[src/rtl/piso_serial_tx_if.sv]
// Handshake and serial-output bundle for piso_serial_tx.
//   din/load_valid/load_ready : parallel word load handshake (valid/ready)
//   dout/dout_valid/last/busy : serial stream, LSB first, with frame qualifiers
// master modport: the word source / stream consumer; slave modport: the transmitter.
interface piso_serial_tx_if #(
  parameter int WIDTH = 4
);
  logic [WIDTH-1:0] din;
  logic             load_valid;
  logic             load_ready;
  logic             dout;
  logic             dout_valid;
  logic             last;
  logic             busy;

  modport master (
    output din, load_valid,
    input  load_ready, dout, dout_valid, last, busy
  );

  modport slave (
    input  din, load_valid,
    output load_ready, dout, dout_valid, last, busy
  );
endinterface

[src/rtl/piso_serial_tx.sv]
// Parallel-in serial-out transmitter.
// Accepts a WIDTH-bit word on load_valid && load_ready and shifts it out LSB
// first, one bit per clk, starting the cycle after the accept edge. The final
// bit cycle raises load_ready so a waiting word is taken back-to-back with no
// idle gap.
// Ports:
//   clk    : clock, rising edge
//   rst_n  : asynchronous reset, active low
//   bus    : piso_serial_tx_if.slave (din, load_valid, load_ready, dout,
//            dout_valid, last, busy)
// Parameters:
//   WIDTH      : word width (>= 2)
//   IDLE_LEVEL : dout level outside a frame
// Build option:
//   PISO_TX_PARITY_EN : when defined, an even-parity bit (^din at accept) is
//   appended after the data bits in state PAR; last/load_ready move to it.
module piso_serial_tx #(
  parameter int   WIDTH      = 4,
  parameter logic IDLE_LEVEL = 1'b0
) (
  input logic            clk,
  input logic            rst_n,
  piso_serial_tx_if.slave bus
);
  localparam int CW = $clog2(WIDTH);

`ifdef PISO_TX_PARITY_EN
  typedef enum logic [1:0] {IDLE, SHIFT, PAR} state_t;
  logic par;
`else
  typedef enum logic {IDLE, SHIFT} state_t;
`endif

  state_t           state, state_nxt;
  logic [WIDTH-1:0] sreg;
  logic [CW-1:0]    cnt;
  logic             msb_bit;
  logic             final_bit;
  logic             ready;
  logic             accept;

  // Data MSB is on dout while cnt sits at WIDTH-1 in SHIFT.
  always_comb begin
    msb_bit = (state == SHIFT) && (cnt == CW'(WIDTH - 1));
`ifdef PISO_TX_PARITY_EN
    final_bit = (state == PAR);
`else
    final_bit = msb_bit;
`endif
    ready  = (state == IDLE) || final_bit;
    accept = bus.load_valid && ready;
  end

  always_comb begin
    state_nxt = state;
    case (state)
      IDLE:  if (accept) state_nxt = SHIFT;
      SHIFT: begin
        if (msb_bit) begin
`ifdef PISO_TX_PARITY_EN
          state_nxt = PAR;
`else
          state_nxt = accept ? SHIFT : IDLE;
`endif
        end
      end
`ifdef PISO_TX_PARITY_EN
      PAR:   state_nxt = accept ? SHIFT : IDLE;
`endif
      default: state_nxt = IDLE;
    endcase
  end

  always_ff @(posedge clk or negedge rst_n) begin
    if (!rst_n) begin
      state <= IDLE;
      sreg  <= '0;
      cnt   <= '0;
`ifdef PISO_TX_PARITY_EN
      par   <= 1'b0;
`endif
    end else begin
      state <= state_nxt;
      if (accept) begin
        sreg <= bus.din;
        cnt  <= '0;
`ifdef PISO_TX_PARITY_EN
        par  <= ^bus.din;
`endif
      end else if (state == SHIFT) begin
        sreg <= sreg >> 1;
        cnt  <= cnt + 1'b1;
      end
    end
  end

  // Every output decodes from registered state only; din never reaches dout
  // combinationally.
  always_comb begin
    bus.dout = IDLE_LEVEL;
    if (state == SHIFT) bus.dout = sreg[0];
`ifdef PISO_TX_PARITY_EN
    if (state == PAR) bus.dout = par;
`endif
    bus.dout_valid = (state != IDLE);
    bus.busy       = (state != IDLE);
    bus.last       = final_bit;
    bus.load_ready = ready;
  end
endmodule

[src/flat_wrapper.sv]
// flat-port wrapper written by rule: the top's interface ports become plain ports
module piso_serial_tx_flat 
#(
  parameter int   WIDTH      = 4,
  parameter logic IDLE_LEVEL = 1'b0
)
  (clk, rst_n, bus_din, bus_load_valid, bus_load_ready, bus_dout, bus_dout_valid, bus_last, bus_busy);
  piso_serial_tx_if #(.WIDTH(WIDTH)) bus_i ();
  input logic clk;
  input logic rst_n;
  input wire logic [$bits(bus_i.din)-1:0] bus_din;
  input wire logic [$bits(bus_i.load_valid)-1:0] bus_load_valid;
  output wire logic [$bits(bus_i.load_ready)-1:0] bus_load_ready;
  output wire logic [$bits(bus_i.dout)-1:0] bus_dout;
  output wire logic [$bits(bus_i.dout_valid)-1:0] bus_dout_valid;
  output wire logic [$bits(bus_i.last)-1:0] bus_last;
  output wire logic [$bits(bus_i.busy)-1:0] bus_busy;
  assign bus_i.din = bus_din;
  assign bus_i.load_valid = bus_load_valid;
  assign bus_load_ready = bus_i.load_ready;
  assign bus_dout = bus_i.dout;
  assign bus_dout_valid = bus_i.dout_valid;
  assign bus_last = bus_i.last;
  assign bus_busy = bus_i.busy;
  piso_serial_tx #(.WIDTH(WIDTH), .IDLE_LEVEL(IDLE_LEVEL)) u_core (.clk(clk), .rst_n(rst_n), .bus(bus_i));
endmodule
[config.mk]
export PLATFORM = sky130hd
export DESIGN_NAME = piso_serial_tx_flat
export DESIGN_NICKNAME = d
export VERILOG_FILES = /design/src/rtl/piso_serial_tx_if.sv /design/src/rtl/piso_serial_tx.sv /design/src/flat_wrapper.sv
export SDC_FILE = /design/constraint.sdc
export NUM_CORES = 1
export LEC_CHECK = 0
export ABC_AREA = 1
export BUFFER_PORTS_ARGS = -buffer_cell sky130_fd_sc_hd__buf_4
export CAP_MARGIN = 20
export CORE_MARGIN = 2
export CORE_UTILIZATION = 30
export DETAILED_ROUTE_END_ITERATION = 16
export HOLD_SLACK_MARGIN = 0.12
export MAX_ROUTING_LAYER = met4
export PLACE_DENSITY = 0.6
export SETUP_SLACK_MARGIN = 0.5
export SLEW_MARGIN = 20
export SYNTH_ARGS = -nofsm -noshare
export SYNTH_HDL_FRONTEND = slang
export SYNTH_SLANG_ARGS = --single-unit
[constraint.sdc]
create_clock -name clk -period 1.1 [get_ports clk]
set_input_delay 0.22 -clock clk [delete_from_list [all_inputs] [get_ports clk]]
set_output_delay 0.22 -clock clk [all_outputs]
set_load 0.02 [all_outputs]
Word level (Yosys, flattened, before mapping). Cells that the tools add are included.

Register bits after elaboration: 7. Bits of input ports: 7. Output and inout bits: 5. Word-level logic and storage cells: 18.

Add/subtract/negate cells: 1. Equal/unequal tests: 1. Muxes and demuxes: 8. Bitwise gates (word level): 1. Reductions and logical operators: 4.

Operator list (number): 4-bit 2-to-1 mux (2); 2-bit 2-to-1 mux (2); 1-bit 2-to-1 mux (3); 2-bit by 1-bit adder with 2-bit output, second input constant (1); 2-bit equality test, second input constant (1); 1-bit logical AND (2); 1-bit one-hot mux with 2 select lines (1); 2-bit nonzero test (1); 1-bit logical OR (1); 1-bit inverter (1).

Depth between registers and ports, before layout.
Depth after elaboration: 7. Mapped depth: 6. Gate-level depth less buffers: 6.

Least setup slack after synthesis. Ideal clock, no wire load.

Path kind: reg-to-reg. From: register u_core.state (netlist: u_core.bus.busy). To: register u_core.sreg[0]. Setup time: 124 ps. Arrival time: 930 ps. Required time: 976 ps. Setup slack: 46 ps. Cell stages (with the launch flop): 6. Path buffers: 1. Period minus slack after synthesis: 1054 ps. Cells stage by stage: dfrtp_1 buf_6 nand2_4 nand2_4 nand2_1 nand3_1.

Longest elaborated chain between the ends: 4. Elaborated cells on any way between the ends: 6. Classes of those cells: mux: 1; bitwise: 1; reduce/logical: 4.

Ends and longest elaborated chain: start, declared (line piso_serial_tx.sv:34) `state_t state, state_nxt;`; start signal, assigned (line piso_serial_tx.sv:83) `state <= state_nxt;`; 1-bit logical AND / 1-bit inverter (equally long branches) (line piso_serial_tx.sv:44, piso_serial_tx.sv:50); 1-bit logical OR (*) (line piso_serial_tx.sv:50) `ready = (state == IDLE) || final_bit;`; net bus_load_ready (line flat_wrapper.sv:13) `output wire logic [$bits(bus_i.load_ready)-1:0] bus_load_ready;`; 1-bit logical AND (*) (line piso_serial_tx.sv:51) `accept = bus.load_valid && ready;`; 4-bit 2-to-1 mux / 2-bit nonzero test (equally long branches); end signal, assigned (line piso_serial_tx.sv:85) `sreg <= bus.din;`; end signal, assigned (line piso_serial_tx.sv:91) `sreg <= sreg >> 1;`; end, declared (line piso_serial_tx.sv:35) `logic [WIDTH-1:0] sreg;`.

Mark *: on every way through the listed nets, which the timed path passes. The rest lies on a longest branch. A chain may end at the register's enable or synchronous reset.

Worst setup path in the final report.
From: register u_core.cnt[0]. To: output port bus_load_ready.

Longest elaborated chain between the ends: 3.

Ends and longest elaborated chain: start, declared (line piso_serial_tx.sv:36) `logic [CW-1:0] cnt;`; start signal, assigned (line piso_serial_tx.sv:92) `cnt <= cnt + 1'b1;`; 2-bit equality test (line piso_serial_tx.sv:44) `msb_bit = (state == SHIFT) && (cnt == CW'(WIDTH - 1));`; 1-bit logical AND (line piso_serial_tx.sv:44); 1-bit logical OR (line piso_serial_tx.sv:50); end, declared (line flat_wrapper.sv:13).

Every way passes these cells.

==> impl_metrics.json <==
{
  "area_delta_synth_final_pct": 67.1,
  "tritoncts.num_buffers": 3,
  "post_synth_instance_area_um2": 407,
  "vdd_ir_drop_max_mv": 1.11,
  "clock_sinks": 7,
  "worst-path-max-fanout": 2,
  "reg2reg_setup_slack_ns": -0.02,
  "die_w_um": 40.8,
  "dr.first_iter.drc_count": 3,
  "crit-reg2reg-capture": "u_core.sreg[2]$_DFFE_PN0P_",
  "floorplan.rows": 13,
  "ys.warnings.count": 0,
  "clock_latency_ns": 0.25,
  "grt_max_degree": 10,
  "synth_seq_cells": 7,
  "htree_levels": 1,
  "worst_setup_path_endpoint": "bus_load_ready",
  "layout_worst_path_cycle_share": 1.17,
  "synthCells": 49,
  "num_antenna_cells": 0,
  "most_used_flip_flop_cell_after_synthesis": "sky130_fd_sc_hd__dfrtp_1",
  "clk_transition_reported_paths_ns": 0.05,
  "finish.utilization": 0.529,
  "core_area_um2": 1280,
  "gpl.final_weighted_congestion": 0.712,
  "drv.max_cap_violation_count": 0,
  "failed_checks": "setup timing",
  "power_density_nw_per_um2": 2760,
  "clock_tree_from_tritoncts": "done",
  "ys_types": 13,
  "cts_root_buf": "sky130_fd_sc_hd__clkbuf_4",
  "route.antenna.remaining_nets": 0,
  "grt_setup_unrepaired": "true",
  "io-pin-count": 12,
  "drc_errors": 0,
  "place_hpwl_um": 525,
  "initial_utilization": 0.316,
  "timing.critical_path.required_ns": 0.88,
  "setup_viol": 6,
  "vias_in_the_first_global_route": 294,
  "antenna_found_initial": 0,
  "die_area_um2": 1670,
  "grt-ovfl-total": 0,
  "timing.final.max_slew_violations": 0,
  "filler_cell_count": 115,
  "leakage_nw": 0.345,
  "area_fraction_of_the_dominant_cell_type_after_synthesis": 0.431,
  "finClkSkew_ns": 0.000206,
  "post_detailed_route_via_to_cell_ratio": 4.51,
  "holdPathStages": 3,
  "r2r_start": "u_core.cnt[1]$_DFFE_PN0P_",
  "synth-async-reset-ratio": 1.00,
  "netlist_top_cells_area": "sky130_fd_sc_hd__dfrtp_1 (43%), sky130_fd_sc_hd__nand2_1 (13%), sky130_fd_sc_hd__nand3_1 (8.6%), sky130_fd_sc_hd__inv_1 (6.5%), sky130_fd_sc_hd__buf_6 (5.5%)",
  "dr_total_vias": 374,
  "drive_above_1_share": 0.632,
  "total_power_mw": 1.87,
  "timing.setup.critical_path_class": "reg -> out",
  "end_kind": "output pin",
  "min-delay-path-class": "in -> reg",
  "grt_first_pass_wirelength_mm": 1.26,
  "max_clock_freq_mhz": 774,
  "startpoint_type": "flop",
  "worstRegToRegCells": 7,
  "outcome": "finished, violations left",
  "ys_seq_area_frac": 0.431,
  "synth_area_per_cell_um2": 8.30,
  "i_o_buffers": 11,
  "die_y_um": 40.8,
  "mapped_nets": 57,
  "drt-wirelength-per-cell_um": 10.5,
  "gr-usage-all-layers": 0.131,
  "finalHoldViolCount": 0,
  "clk_path_buf_depth": 2,
  "setup_slack_ns": -0.191,
  "cp-startpoint": "u_core.cnt[0]$_DFFE_PN0P_",
  "synth_top_cell_by_area": "sky130_fd_sc_hd__dfrtp_1",
  "yosys-top-cells-count": "sky130_fd_sc_hd__nand2_1 (14), sky130_fd_sc_hd__dfrtp_1 (7), sky130_fd_sc_hd__inv_1 (7), sky130_fd_sc_hd__nand3_1 (7), sky130_fd_sc_hd__nor2_1 (4)",
  "max_slew_margin": 0.853,
  "critical_path_arrival_ns": 1.07,
  "yosysMostFrequentCell": "sky130_fd_sc_hd__nand2_1",
  "timing_worst_slew_pin_value_ns": 0.220,
  "drt-pass1-iter-count": 4,
  "min_period_ns": 1.29,
  "final_net_count": 77,
  "route.final.wire_length_um": 874,
  "synth_edf_count": 0
}
-- cell usage in the layout, fill, tap and decap left out --
| cell | instances |
|---|---|
| sky130_fd_sc_hd__clkbuf_4 | 3 |
| sky130_fd_sc_hd__a21oi_2 | 1 |
| sky130_fd_sc_hd__dfrtp_1 | 6 |
| sky130_fd_sc_hd__dlygate4sd3_1 | 1 |
| sky130_fd_sc_hd__xnor2_2 | 1 |
| sky130_fd_sc_hd__nor2_4 | 1 |
| sky130_fd_sc_hd__inv_1 | 5 |
| sky130_fd_sc_hd__nand2_1 | 8 |
| sky130_fd_sc_hd__buf_8 | 1 |
| sky130_fd_sc_hd__buf_6 | 3 |
| sky130_fd_sc_hd__ha_4 | 1 |
| sky130_fd_sc_hd__dfrtp_2 | 1 |
| sky130_fd_sc_hd__nand3_2 | 7 |
| sky130_fd_sc_hd__nand2_8 | 2 |
| sky130_fd_sc_hd__buf_4 | 12 |
| sky130_fd_sc_hd__nand2_2 | 6 |
| sky130_fd_sc_hd__inv_2 | 2 |
| sky130_fd_sc_hd__clkbuf_1 | 1 |
| sky130_fd_sc_hd__nor2_1 | 4 |
| sky130_fd_sc_hd__nor2_8 | 1 |
| sky130_fd_sc_hd__clkinv_4 | 1 |
-- worst max-delay path: stages (launching register included) --
cell	delay, ns
sky130_fd_sc_hd__dfrtp_1	0.41
sky130_fd_sc_hd__ha_4	0.18
sky130_fd_sc_hd__clkinv_4	0.06
sky130_fd_sc_hd__nand2_8	0.04
sky130_fd_sc_hd__buf_6	0.13
-- layer usage --
layer  track usage  vias to the layer above  part of all wire  wire, µm
met3        0.0326                        5             0.045        39
met5             -                        -                 0         0
met2         0.180                       14              0.48       418
met1         0.151                      168              0.44       386
li1              -                      187                 -         -
met4         0.125                        0             0.033        29
-- state kept, by name, summed over array words and instances (netlist names) --
name,flops
u_core.sreg,4
u_core.cnt,2
u_core.bus.busy,1
-- layout make-up --
| type | count | area (µm²) | area share |
|---|---|---|---|
| Multi-Input combinational cell | 32 | 274 | 0.403 |
| Clock buffer | 4 | 26.3 | 0.0387 |
| Timing Repair Buffer | 17 | 149 | 0.219 |
| Tap cell | 15 | 18.8 | 0.0276 |
| Inverter | 8 | 35.0 | 0.0516 |
| Sequential cell | 7 | 176 | 0.260 |
-- power breakdown --
part           switching [mW]  internal (mW)  total, mW
sequential             0.0962          0.366      0.462
combinational           0.581          0.590       1.17
clock                   0.102          0.139      0.241
total                   0.780           1.09       1.87
-- worst min-delay path by stage --
stage | startpoint | end | slack, ns
global route | bus_din[3] | u_core.sreg[3]$_DFFE_PN0P_ | 0.20
detailed placement | rst_n | u_core.sreg[0]$_DFFE_PN0P_ | 0.04
finish | bus_din[3] | u_core.sreg[3]$_DFFE_PN0P_ | 0.19
CTS | bus_din[3] | u_core.sreg[3]$_DFFE_PN0P_ | 0.21
floorplan | rst_n | u_core.bus.busy$_DFF_PN0_ | -0.08
global placement | rst_n | u_core.sreg[0]$_DFFE_PN0P_ | 0.04
-- per-stage QoR --
| step | area [µm²] | TNS, ns | hold slack, ns | setup slack [ns] | std cells |
|---|---|---|---|---|---|
| 6_report | 679 | -0.537 | 0.192 | -0.191 | 83 |
| 5_1_grt | 679 | -0.844 | 0.196 | -0.232 | 83 |
| 4_1_cts | 621 | -0.524 | 0.209 | -0.197 | 81 |
| 3_5_place_dp | 505 | 0 | 0.0387 | 0.00159 | 72 |
| 3_3_place_gp | 505 | 0 | 0.0379 | 0.0220 | 72 |
| 2_1_floorplan | 434 | 0 | -0.0756 | 0.116 | 49 |
-- cells by family after synthesis --
family                     Yosys count  share of synthesized area
AOI/OAI and AO/OA                    1                     0.0123
xor gates and xnor gates             1                     0.0215
adders and majority gates            1                     0.0308
buffers and inverters               11                      0.148
DFF                                  7                      0.431
and+or+nand+nor                     28                      0.357
-- timing repair --
| action | CTS | global route |
|---|---|---|
| hold buffers | 1 | 0 |
| gates resized for setup | 11 | 10 |
| cloned | 1 | 0 |
| endpoints found under the hold margin | 7 | 0 |
| pin swaps | 8 | 2 |
| setup buffers | 3 | 2 |
| endpoints found under the setup margin | 12 | 12 |
Power figures use the tool's default switching activity.
